## src/rtl/multistage_synchronizer.sv

```systemverilog
`default_nettype none
// ============================================================================
// Module   : multistage_synchronizer
// Brief    : Gray-pointer CDC synchronizer: STAGES-deep flop chain, registered
//            gray-to-binary, change strobe, optional gray integrity checker
//            (enabled by defining SYNC_GRAY_CHECK_EN).
// Revision : 1.0
// ============================================================================
module multistage_synchronizer #(
   parameter int             WIDTH   = 8,
   parameter int             STAGES  = 2,
   parameter logic [WIDTH:0] RST_VAL = '0
) (
   input  logic             CLK,
   input  logic             RST,
   input  logic [WIDTH:0]   D_In,
   output logic [WIDTH:0]   D_Out,
   output logic [WIDTH:0]   Bin_Out,
   output logic             Changed,
   output logic             Gray_Err,
   output logic [7:0]       Err_Cnt
);

   function automatic logic [WIDTH:0] gray2bin(input logic [WIDTH:0] g);
      logic [WIDTH:0] b;
      for (int i = 0; i <= WIDTH; i++) begin
         b[i] = ^(g >> i);
      end
      return b;
   endfunction

   localparam logic [WIDTH:0] c_rst_bin = gray2bin(RST_VAL);

   if ((STAGES < 2) || (STAGES > 4)) begin : g_bad_stages
      $error("multistage_synchronizer: STAGES must be in 2..4");
   end

   // r_sync[0] is the only flop that sees the asynchronous input.
   logic [STAGES-1:0][WIDTH:0] r_sync;
   logic [WIDTH:0]             r_prev;
   logic [WIDTH:0]             r_bin;
   logic                       r_changed;
   logic [WIDTH:0]             w_bin;

   always_ff @(posedge CLK) begin
      if (RST) begin
         r_sync <= {STAGES{RST_VAL}};
      end else begin
         r_sync <= {r_sync[STAGES-2:0], D_In};
      end
   end

   assign D_Out = r_sync[STAGES-1];
   assign w_bin = gray2bin(D_Out);

   always_ff @(posedge CLK) begin
      if (RST) begin
         r_prev    <= RST_VAL;
         r_bin     <= c_rst_bin;
         r_changed <= 1'b0;
      end else begin
         r_prev    <= D_Out;
         r_bin     <= w_bin;
         r_changed <= (D_Out != r_prev);
      end
   end

   assign Bin_Out = r_bin;
   assign Changed = r_changed;

`ifdef SYNC_GRAY_CHECK_EN
   localparam logic [WIDTH:0] c_one = {{WIDTH{1'b0}}, 1'b1};

   logic [WIDTH:0] w_diff;
   logic           w_multi;
   logic           r_gray_err;
   logic [7:0]     r_err_cnt;

   // More than one bit set <=> clearing the lowest set bit leaves something.
   assign w_diff  = D_Out ^ r_prev;
   assign w_multi = |(w_diff & (w_diff - c_one));

   always_ff @(posedge CLK) begin
      if (RST) begin
         r_gray_err <= 1'b0;
         r_err_cnt  <= 8'd0;
      end else begin
         r_gray_err <= w_multi;
         if (r_gray_err && (r_err_cnt != 8'hFF)) begin
            r_err_cnt <= r_err_cnt + 8'd1;
         end
      end
   end

   assign Gray_Err = r_gray_err;
   assign Err_Cnt  = r_err_cnt;
`else
   assign Gray_Err = 1'b0;
   assign Err_Cnt  = 8'd0;
`endif

endmodule
`default_nettype wire

```

## config.mk

```make
export PLATFORM = sky130hd
export DESIGN_NAME = multistage_synchronizer
export DESIGN_NICKNAME = d
export VERILOG_FILES = /design/src/rtl/multistage_synchronizer.sv
export SDC_FILE = /design/constraint.sdc
export NUM_CORES = 1
export LEC_CHECK = 0
export ABC_AREA = 1
export BUFFER_PORTS_ARGS = -buffer_cell sky130_fd_sc_hd__buf_4
export CORE_MARGIN = 5
export CORE_UTILIZATION = 51
export CTS_CLUSTER_DIAMETER = 30
export CTS_CLUSTER_SIZE = 25
export DETAILED_ROUTE_END_ITERATION = 6
export PLACE_DENSITY = 0.77
export REMOVE_ABC_BUFFERS = 1
export SLEW_MARGIN = 20
export SYNTH_ARGS = -nofsm -noshare
export SYNTH_HDL_FRONTEND = slang
export SYNTH_SLANG_ARGS = --single-unit
export TNS_END_PERCENT = 5
```

## constraint.sdc

```tcl
create_clock -name CLK -period 1.6 [get_ports CLK]
set_clock_uncertainty 0.1 [all_clocks]
set_input_delay 0.16 -clock CLK [delete_from_list [all_inputs] [get_ports CLK]]
set_output_delay 0.16 -clock CLK [all_outputs]
set_load 0.03 [all_outputs]
```

==> flow_summary.toml <==
[run_status]
status = "finished clean"

[clock_tree]
numCtsBuffers = 5
cts_max_level = 2
post-cts-setup-buffer-count = 0
cts_root_buf = "clkbuf_4"
clock-sinks = 36
cts_tree = "done"
clock_path_buffers = 2
clk_latency_ns = 0.33
cts.clk_slew.worst_paths_ns = 0.11

[setup_path]
cpPeakStageDelay_ns = 0.48
critPathArrivalTime_ns = 1.54
crit_chain = "inv_2, nand2_4, nand2_1, nand2_1, nand3_1, nand2_2, nand2_1, nand2_1, nor2_2"
critical_path_class = "reg2reg"
cp_num_buf_inv = 1
crit_family = "simple AND/OR/NAND/NOR gates"
r2r_start = "D_Out[8]"
startpoint_type = "flip-flop"
crit_fanout = 5
ff2ff_setup_slack_ns = 0.19
cp.required_ns = 1.73
r2r-end = "Bin_Out[2]"
reg2reg_depth = 9
crit_path_end_kind = "flip-flop"
cp_slowest_cell = "dfxtp_1"
cpMostUsedCell = "nand2_1"

[timing]
hold_viol = 0
setup_viol = 0
timing.fmax_mhz = 710
finalCriticalPeriod_ns = 1.41
slew_violations = 0
fin_crit_sh_pct = 88.0
rsz0062_at_grt = "false"
tns_ns = 0

[finish]
syn_to_final_growth_pct = 18.2
drive_gt1_share_pct = 23.3
nNetsFinal = 225
multi_input_area_um2 = 529
regArea_um2 = 721
n_fill_cell = 250
utilization_pct = 63.8
diodes = 0

[floorplanning]
design.core.area_um2 = 2780
io_pins = 39
die_w_um = 64.3
initial_core_util_pct = 54.0
fp-row-count = 19
fp.dieH_um = 64.3
dieArea_um2 = 4130

[worst_hold_path]
hold_path.class = "in2reg"
hold_depth = 2
hold_end = "r_sync[2]"
min_from = "RST"

[placed_design]
place.gp.congestion = 0.796
io_buffers = 29
dp_hpwl_mm = 1.64

[logic_synthesis]
netlist_top_cells_area = "dfxtp_1, buf_4, nor2_1"
synth_cell_types = 25
synth_top_area_share_pct = 48.0
synth.largest_area_cell = "dfxtp_1"
syn_avg_cell_area_um2 = 8.12
ys_ff_latch = 36
seq_area_frac_synth_pct = 48.0
synth.yosys.warnings = 0
synthCells = 185
syn_area_um2 = 1500

[drt]
avgViaCountPerCell = 4.24
drtPass1Iterations = 4
drc = 0
totalWireLength_mm = 2.34
via_count = 1044
wl_per_cell_um = 9.52
drt_iter0_markers = 9
postRouteAntennaNets = 0

[global_route]
globalRouteTotalUtil_pct = 12.9
grt_start_max_net_pins = 35
antenna_found_initial = 0
grt_overflow_total = 0
grt_pass1_wl_mm = 4.09
first_global_vias = 943

[pwr]
max-vdd-ir-drop_mv = 0.938
leakagePower_nw = 0.873
cellPowerDensity_nw_per_um2 = 1020

[run]
drv_cap = 0
[cells by family (layout without fill, tap and decap cells)]
| logic type | count (synthesis) | after routing | share of synthesized area [%] |
|---|---|---|---|
| AOI/OAI and AO/OA | 10 | 10 | 3.58 |
| xor gates and xnor gates | 13 | 13 | 8.58 |
| buffers and inverters | 53 | 75 | 18.8 |
| DFF | 36 | 36 | 48.0 |
| other | 1 | 9 | 0.250 |
| and+or+nand+nor | 72 | 72 | 20.8 |
[area by class of cell]
class                      instances  share of cell area [%]
sequential                        36                    40.6
multi-input combinational        104                    29.8
timing repair buffer              39                    17.8
inverter                          28                    5.92
clock buffer                       6                    2.89
tap                               31                    2.18
clock inverter                     2                   0.846
[registers in the layout (all words and copies together), names as in the netlist]
signal	count
D_Out	9
r_sync	9
r_prev	8
Changed	1
Bin_Out	9
[Yosys cell counts]
master and count:
buf_2 1, nand2_4 1, nand2_1 20, buf_4 20, conb_1 1, nand2_2 4
nand3_1 4, inv_1 27, nor2_2 2, o21ai_1 1, buf_6 1, a21oi_1 3
nor2_1 37, dfxtp_1 36, xnor2_1 7, xor2_2 2, o21ai_0 5, or2b_1 1
clkbuf_1 3, a21oi_2 1, nand4_1 1, nand2b_1 1, nand3_2 1, inv_2 1
xor2_1 4
[per-stage QoR]
stage	hold slack, ns	area (um2)	total power [mW]	instances	setup WS (ns)
5_1_grt	0.0748	1780	1.92	246	0.0471
2_1_floorplan	0.122	1360	1.20	168	0.125
3_5_place_dp	0.265	1620	1.30	229	0.231
3_3_place_gp	0.260	1620	1.29	229	0.266
4_1_cts	0.0883	1780	1.83	246	0.185
6_report	0.0995	1780	1.81	246	0.191
[report_power, final]
group / internal (mW) / leakage, nW / switching [mW]
Combinational: 0.125 / 0.546 / 0.196
Sequential: 0.945 / 0.297 / 0.0266
Clock: 0.213 / 0.0305 / 0.304
Total: 1.28 / 0.873 / 0.526
[worst max-delay path by stage]
stage                        start         end  slack (ns)  depth (start not counted)
after global placement    D_Out[8]  Bin_Out[2]        0.27                          9
after global routing      D_Out[8]  Bin_Out[0]        0.05                          9
after floorplan           D_Out[5]  Bin_Out[2]        0.12                          9
final                     D_Out[8]  Bin_Out[2]        0.19                          9
after CTS                 D_Out[8]  Bin_Out[2]        0.18                          9
after detailed placement  D_Out[8]  Bin_Out[2]        0.23                          9
[cells in the final DEF (no fill, tap or decap), types with 2 or more instances in the layout]
cell | synthesis | layout
nand2_1 | 20 | 20
xnor2_1 | 7 | 7
xor2_1 | 4 | 4
dlygate4sd3_1 | 0 | 9
inv_1 | 27 | 27
nor2_1 | 37 | 37
clkbuf_4 | 0 | 5
dfxtp_1 | 36 | 36
nor2_2 | 2 | 2
buf_4 | 20 | 30
nand3_1 | 4 | 4
nand2_2 | 4 | 4
clkinvlp_4 | 0 | 2
conb_1 | 1 | 9
o21ai_0 | 5 | 5
xor2_2 | 2 | 2
a21oi_1 | 3 | 3
[layer usage]
metal  global-route usage [%]  vias to the layer above  part of all wire [%]
met2                     20.9                       31                    50
met3                     6.30                        4                   8.5
li1                         -                      566                     -
met5                        0                        -                     0
met4                     6.11                        0                   1.3
met1                     14.0                      443                    40
[timing repair]
item / CTS / global route
endpoints found under the hold margin: 9 / 0
hold buffers: 9 / 0
resized for setup: 0 / 0
endpoints found under the setup margin: 0 / 0
(Power assumes the default switching activity.)
